==> config.mk <==
export PLATFORM = sky130hd
export DESIGN_NAME = lut_neuron_loader
export DESIGN_NICKNAME = d
export VERILOG_FILES = /design/src/rtl/lut_neuron_loader.sv
export SDC_FILE = /design/constraint.sdc
export NUM_CORES = 1
export LEC_CHECK = 0
export CAP_MARGIN = 20
export CORE_MARGIN = 4
export CORE_UTILIZATION = 50
export DETAILED_ROUTE_END_ITERATION = 7
export PLACE_DENSITY_LB_ADDON = 0.15
export SLEW_MARGIN = 10
export SYNTH_ARGS = -nofsm -noshare
export SYNTH_HDL_FRONTEND = slang
export SYNTH_SLANG_ARGS = --single-unit
==> constraint.sdc <==
create_clock -name clk -period 3.95 [get_ports clk]
set_input_delay 0.395 -clock clk [delete_from_list [all_inputs] [get_ports clk]]
set_output_delay 0.395 -clock clk [all_outputs]
set_load 0.01 [all_outputs]
==> src/rtl/lut_neuron_loader.sv <==
// rtl/lut_neuron_loader.sv - runtime-loadable LUT neuron: streamed table load plus 1-cycle registered lookup
// Optional macro LUT_LOAD_PARITY_EN adds load_par/load_err per-beat even-parity checking.
module lut_neuron_loader #(
   parameter int IN_W  = 7,
   parameter int OUT_W = 2,
   parameter int EPB   = 4
) (
   input  logic                 clk,
   input  logic                 rst,
   input  logic                 load_start,
   input  logic [EPB*OUT_W-1:0] load_data,
   input  logic                 load_valid,
   output logic                 load_ready,
   output logic                 load_done,
   output logic                 table_valid,
`ifdef LUT_LOAD_PARITY_EN
   input  logic                 load_par,
   output logic                 load_err,
`endif
   input  logic [IN_W-1:0]      in_data,
   input  logic                 in_valid,
   output logic [OUT_W-1:0]     out_data,
   output logic                 out_valid
);
   localparam int DEPTH = 2**IN_W;
   localparam int BEATS = DEPTH / EPB;
   localparam int CW    = (BEATS > 1) ? $clog2(BEATS) : 1;

   typedef enum logic [1:0] {IDLE, LOAD, READY} state_t;

   state_t           state;
   logic [CW-1:0]    cnt;
   logic [OUT_W-1:0] mem [DEPTH];
   logic             accept;
   logic             par_ok;
   logic             wr_en;
   logic             last;

   // A restart wins over a beat presented in the same cycle.
   assign accept = load_valid && (state == LOAD) && !load_start;
`ifdef LUT_LOAD_PARITY_EN
   assign par_ok = ((^load_data) == load_par);
`else
   assign par_ok = 1'b1;
`endif
   assign wr_en  = accept && par_ok;
   assign last   = (cnt == CW'(BEATS - 1));

   always_ff @(posedge clk) begin
      if (wr_en) begin
         for (int k = 0; k < EPB; k++)
            mem[IN_W'(int'(cnt) * EPB + k)] <= load_data[k*OUT_W +: OUT_W];
      end
   end

   always_ff @(posedge clk or posedge rst) begin
      if (rst) begin
         state       <= IDLE;
         cnt         <= '0;
         load_ready  <= 1'b0;
         load_done   <= 1'b0;
         table_valid <= 1'b0;
`ifdef LUT_LOAD_PARITY_EN
         load_err    <= 1'b0;
`endif
      end else begin
         load_done <= 1'b0;
         if (load_start) begin
            state       <= LOAD;
            cnt         <= '0;
            load_ready  <= 1'b1;
            table_valid <= 1'b0;
`ifdef LUT_LOAD_PARITY_EN
            load_err    <= 1'b0;
         end else if (accept && !par_ok) begin
            state      <= IDLE;
            cnt        <= '0;
            load_ready <= 1'b0;
            load_err   <= 1'b1;
`endif
         end else if (accept) begin
            if (last) begin
               state       <= READY;
               cnt         <= '0;
               load_ready  <= 1'b0;
               table_valid <= 1'b1;
               load_done   <= 1'b1;
            end else begin
               cnt <= cnt + 1'b1;
            end
         end
      end
   end

   // Gating with table_valid keeps out_data defined even before any table is written.
   always_ff @(posedge clk or posedge rst) begin
      if (rst) begin
         out_valid <= 1'b0;
         out_data  <= '0;
      end else begin
         out_valid <= in_valid;
         out_data  <= table_valid ? mem[in_data] : '0;
      end
   end
endmodule

==> summary.txt, run 1 <==
Run status
  • Outcome: finished, final reports clean

GRT
  • First-pass GRT wire length: 35400 um
  • GRT Total Usage: 0.1982
  • Largest net degree at the start of global routing: 45
  • GR Overflow Total: 0
  • Vias in the first global route: 5654
  • Initial antenna violation count: 0

Pwr
  • LEAKAGE: 3.876 nW
  • Int Power: 4.779 mW
  • Sequential power share: 0.526
  • Sw frac: 0.1948
  • Gate power share: 0.048
  • Peak supply drop: 0.3447 mV
  • Pwr/cell area: 491.7 nW/um^2
  • P_sw: 1.156 mW
  • Clock Power Share: 0.427

Clock network
  • Clk buf depth: 3
  • Worst-Skew Late Latency: 0.52 ns
  • Htree depth: 1
  • Post-CTS Repair Setup Buffers: 0
  • Post-cts repair resize count: 0
  • Num CTS Buffers: 27
  • Total clock sinks: 267
  • Hold-fix buffers, CTS: 0
  • CTS clk-pin slew, worst paths: 0.06 ns
  • Root Buffer: clkbuf_16
  • TritonCTS clock tree: built

STA
  • RSZ-0062 raised after global routing: false
  • Slew @ Worst Pin: 0.7957 ns
  • Final Skew: 0.01329 ns
  • Fin. Hold Viols: 0
  • Slew Limit Fails: 0
  • TNS Setup: 0 ns
  • Achievable Freq: 384.4 MHz
  • Slew HR: 0.4676
  • Period utilisation layout: 0.6585
  • Setup violators final: 0
  • Tmin final: 2.601 ns

Logic synthesis
  • Largest family of logic cells by synthesized area: multiplexers
  • Synth Area in Adders: 0.002356
  • Mapped Cells: 550
  • Simple logic cell fraction of the synthesized area: 0.05090
  • Mean area per synthesized cell: 19.31 um^2
  • FF+latch count, synth: 267
  • Syn. warnings: 0
  • Syn Std Cell Area: 10620 um^2
  • Complex-gate fraction of the synthesized area: 0.04583
  • Post-Synth XOR/XNOR Area: 0
  • Netlist cell types: 45
  • Post-synthesis mux area share: 0.1295
  • Syn nets: 572
  • Sequential fraction of the synthesis area: 0.7498

Placement
  • GP Congestion: 0.8288
  • IO buf count: 25
  • Final HPWL DP: 13740 um
  • Cell Area, Placed: 11170 um^2

Route
  • DRT Pass-1 Iters: 5
  • WL/cell: 25.87 um
  • Post-DRT Antenna Nets: 0
  • Via count: 5409
  • Initial drt markers: 562
  • Final wirelength: 22950 um
  • Drt via density: 6.098
  • Post-route DRC: 0

Floorplanning
  • Die width: 153.7 um
  • Core area: 20960 um^2
  • Die Ht: 153.7 um
  • Starting density of the core: 0.5068
  • DIE AREA: 23640 um^2
  • IO Count: 26
  • # rows: 53

Finish
  • Layout cells sized above 1: 0.1879
  • # fillers: 1587
  • Antenna Cells: 0
  • Footprint of the multi-input gates: 2427 um^2
  • Post-route cell area: 12070 um^2
  • Register Area: 7963 um^2
  • P&R area growth vs syn: 13.64%
  • Fin nets: 617

Worst setup path
  • Worst-case reg-to-reg path depth: 5
  • CP Buf/Inv Count: 0
  • Worst path top cell family by delay: simple AND/OR/NAND/NOR gates
  • Cell chain of the critical path: nand3b_1 > nor2_1 > and2_1 > nand2b_1 > nor2_1
  • Slowest cell delay on critical path: 0.66 ns
  • Crit-path max FO: 12
  • Worst Setup Path Type: reg -> reg
  • Crit path capture type: register
  • Crit-path most repeated cell: nor2_1
  • Worst Setup Start Kind: register
  • Worst endpoint data arrival time: 2.74 ns
  • CP max-delay cell: nor2_1
  • WP depth: 5
  • Critical path required time: 4.09 ns

Min path
  • Hold Path Class: in -> async

Job
  • Max-Cap Viols: 0
routing by layer:
metal / vias to the layer above / GRT usage / wire length [um]
li1: 2355 / - / -
met5: - / 0 / 0
met1: 2838 / 0.2819 / 9774
met4: 0 / 0.06560 / 704
met3: 47 / 0.03659 / 1390
met2: 169 / 0.3148 / 11080
worst reg2reg max path, stage by stage (launching register included):
cell and delay (ns):
dfrtp_1 0.46, nand3b_1 0.46, nor2_1 0.25, and2_1 0.21, nand2b_1 0.19, nor2_1 0.66
synth_stat cells (all sizes together):
cell           n  area (um^2)
edfxtp       256         7687
mux4          46         1062
nor2          35        131.4
mux2i         20        200.2
buf           19        163.9
nor2b         19        118.9
nor3          14        70.07
clkbuf        12        45.04
dfrtp         11        275.3
a211oi        10        75.07
a22oi         10        75.07
mux2          10        112.6
nand2          8        30.03
o221ai         8        70.07
nand2b         7        43.79
o21ai          7        35.03
nor4           6        37.54
a2111oi        4        35.03
a21boi         4        30.02
o22ai          4        25.02
a21oi          3        15.01
a31oi          3        18.77
and3           3        18.77
inv            3        11.26
nand3          3        15.01
or4            3        22.52
a211o          2        17.52
a221o          2        20.02
a221oi         2        17.52
a22o           2        17.52
and2           2        12.51
ha             2        25.02
nand3b         2        15.01
o311ai         2        17.52
o41ai          2        17.52
dlygate4sd3    1        10.01
or3            1        6.260
or3b           1        8.760
or4b           1        10.01
stage by stage:
step | instances | utilization | hold slack [ns] | total power, mW | worst slack [ns]
floorplan | 550 | - | 0.2474 | 3.333 | 1.585
global placement | 839 | 0.5331 | 0.5799 | 3.462 | 0.9340
detailed placement | 839 | 0.5331 | 0.6197 | 3.466 | 0.9106
CTS | 885 | 0.5755 | 0.2497 | 5.995 | 1.242
global route | 887 | 0.5759 | 0.2740 | 6.139 | 1.210
finish | 887 | 0.5759 | 0.2556 | 5.935 | 1.349
state kept, by name (all words and copies together) (netlist names):
name and cells:
mem 256, out_data 2, cnt 5, load_done 1, out_valid 1, state 2
layout make-up:
| cell class | count | share of cell area |
|---|---|---|
| multi-input cells | 248 | 0.2011 |
| well taps | 275 | 0.02851 |
| inverters | 3 | 0.0009330 |
| flip-flops and latches | 267 | 0.6598 |
| repair buffers | 48 | 0.03608 |
| clock inverters | 11 | 0.01265 |
| clock buffers | 35 | 0.06096 |
cell usage in the layout (no fill, tap or decap), types with 5 or more instances in the layout:
cell	netlist	final
a211oi_1	10	10
a22oi_1	10	10
buf_4	5	20
clkbuf_1	12	5
clkbuf_16	0	27
clkdlybuf4s50_1	0	23
clkinv_2	0	5
dfrtp_1	11	11
edfxtp_1	256	256
mux2_2	10	10
mux2i_1	20	20
mux4_1	7	7
mux4_2	39	39
nand2_1	8	8
nand2b_1	7	7
nor2_1	35	35
nor2b_1	19	19
nor3_1	14	14
nor4_1	6	6
o21ai_0	7	7
o221ai_1	8	8
power by group through the flow:
| stage | Clock, mW | Combinational [mW] | Sequential, mW |
|---|---|---|---|
| 2_1_floorplan | 0 | 0.157 | 3.18 |
| 4_1_cts | 2.59 | 0.288 | 3.12 |
| 3_5_place_dp | 0 | 0.287 | 3.18 |
| 5_1_grt | 2.72 | 0.306 | 3.12 |
| 3_3_place_gp | 0 | 0.284 | 3.18 |
| 6_report | 2.53 | 0.284 | 3.12 |
kinds of logic (layout without fill, tap and decap cells):
logic type                 Yosys count  in the layout
and+or+nand+nor                    105            105
adders and majority gates            2              2
DFF                                267            267
AOI/OAI and AO/OA                   65             65
muxes                               76             76
buffers and inverters               35             97
final timing paths:
path	from	slack [ns]	endpoint
worst min-delay path	rst	0.26	state[0]
max in group asynchronous	rst	3.29	out_valid
min in group clk	in_valid	0.33	out_valid
worst max-delay path	state[1]	1.35	mem[52][1]
worst min register to register	state[0]	0.64	state[0]
worst max register to register	state[1]	1.35	mem[52][1]
Note: power is estimated with default switching activity, not from simulation.
==> run 2, diff against run 1 <==
clock period = 2.2 ns   (was 3.95 ns; I/O delays follow)
==> summary.txt, run 2 (synthesized netlist as in run 1, its figures left out) <==
STA
  • Fin. Hold Viols: 0
  • Tmin final: 2.037 ns
  • Period utilisation layout: 0.9261
  • Setup violators final: 0
  • Slew Limit Fails: 0
  • Achievable Freq: 490.8 MHz
  • Final Skew: 0.01208 ns
  • Slew HR: 0.5858
  • RSZ-0062 raised after global routing: false
  • Final worst slack: 0.1626 ns
  • Slew @ Worst Pin: 0.6056 ns

Placement
  • GP Congestion: 0.8576
  • Final HPWL DP: 14600 um
  • Placement Setup Slack: -0.1203 ns
  • IO buf count: 25
  • Placed insts: 919

Finish
  • P&R area growth vs syn: 18.78%
  • Antenna Cells: 0
  • Most frequent cells in the layout: edfxtp_1, buf_4, mux4_2
  • Layout cells sized above 1: 0.2751
  • Commonest non-fill, non-tap cell in the layout: edfxtp_1
  • Fin nets: 695
  • Largest register FFs: 256
  • Largest Register: mem
  • Largest registers: mem: 256 flops, cnt: 5 flops
  • Final non-filler cell total: 962

Pwr
  • LEAKAGE: 4.241 nW
  • Pwr/cell area: 823.9 nW/um^2
  • PnR Total Power: 10.39 mW
  • Peak supply drop: 0.6927 mV

Job
  • Max-Cap Viols: 0

GRT
  • First-pass GRT wire length: 35130 um
  • GRT Total Usage: 0.1956
  • GR Overflow Total: 0
  • Vias in the first global route: 5923
  • Largest net degree at the start of global routing: 33
  • Initial antenna violation count: 0

Worst setup path
  • Crit-path max FO: 9
  • Worst Setup Path Type: reg -> reg
  • Reg2Reg Setup Slack: 0.16 ns
  • CP endpoint: cnt[2]
  • Endpoint of the worst register-to-register path: cnt[2]
  • Critical path required time: 2.64 ns
  • Crit path capture type: register
  • Worst Setup Start Kind: register
  • Worst-case reg-to-reg path depth: 5
  • Worst endpoint data arrival time: 2.47 ns
  • Worst setup path start: cnt[0]
  • FF-to-FF Start: cnt[0]

Clock network
  • TritonCTS clock tree: built
  • Clk buf depth: 3
  • Num CTS Buffers: 27
  • CTS clk-pin slew, worst paths: 0.06 ns
  • Total clock sinks: 267
  • Worst-Skew Late Latency: 0.52 ns
  • Hold-fix buffers, CTS: 0
  • Post-cts repair resize count: 0
  • Root Buffer: clkbuf_16
  • Post-CTS Repair Setup Buffers: 0
  • Htree depth: 1

Floorplanning
  • Die width: 153.7 um
  • Die Ht: 153.7 um
  • DIE AREA: 23640 um^2
  • Starting density of the core: 0.5068
  • # rows: 53
  • Core area: 20960 um^2
  • IO Count: 26

Route
  • Drt via density: 5.895
  • Final wirelength: 23220 um
  • WL/cell: 24.14 um
  • DRT Pass-1 Iters: 5
  • Post-DRT Antenna Nets: 0
  • Initial drt markers: 458
  • Via count: 5671
  • Post-route DRC: 0

Run status
  • Outcome: finished, final reports clean

Min path
  • Hold Path Class: in -> async
==> run 2: metrics by stage <==
step | instance area (um^2) | setup TNS, ns | utilization | hold WS, ns
finish | 12610 | 0 | 0.6020 | 0.04917
global route | 12610 | 0 | 0.6020 | 0.08615
CTS | 12610 | 0 | 0.6020 | 0.05855
detailed placement | 11820 | -0.9583 | 0.5640 | 0.5708
global placement | 11820 | -1.066 | 0.5640 | 0.5611
floorplan | 10630 | 0 | - | 0.07244
==> run 2: power breakdown <==
group / leakage [nW] / switching [mW] / internal, mW / total (mW)
Clock: 0.385 / 1.73 / 2.47 / 4.20
Combinational: 1.41 / 0.337 / 0.260 / 0.597
Sequential: 2.45 / 0.00714 / 5.59 / 5.59
Total: 4.24 / 2.08 / 8.32 / 10.4
==> run 2: worst max-delay path: stages (launching register included) <==
cell and delay (ns):
dfrtp_1 0.47, ha_1 0.27, and3_1 0.19, ha_1 0.24, or4b_2 0.62, a21oi_1 0.17
==> run 2: cell type report <==
class                           count  area, um^2
Sequential cell                   267        7963
Clock inverter                      7       86.33
Fill cell                        1606        8341
Multi-Input combinational cell    248        2437
Timing Repair Buffer              126        1064
Inverter                            3       11.26
Clock buffer                       36       709.4
Tap cell                          275       344.1
==> run 2: how the worst min path moves through the flow <==
| stage | startpoint | endpoint | slack (ns) |
|---|---|---|---|
| after global placement | state[0] | state[0] | 0.56 |
| after global routing | rst | cnt[1] | 0.09 |
| after floorplan | rst | cnt[0] | 0.07 |
| after detailed placement | state[0] | state[0] | 0.57 |
| after CTS | rst | cnt[1] | 0.06 |
| final | rst | state[0] | 0.05 |
==> run 2: metal layers <==
layer  vias to the layer above  share of wire  track usage
met4                         0          0.024      0.05635
met2                       137           0.49       0.3205
li1                       2509              -            -
met1                      2977           0.44       0.2797
met5                         -              0            0
met3                        48          0.047      0.02646
==> run 3, diff against run 2 <==
SKIP_CTS_REPAIR_TIMING = 1   (was unset)
==> results of run 3 <==
Final layout, timing and power as in run 2 (identical DEF).
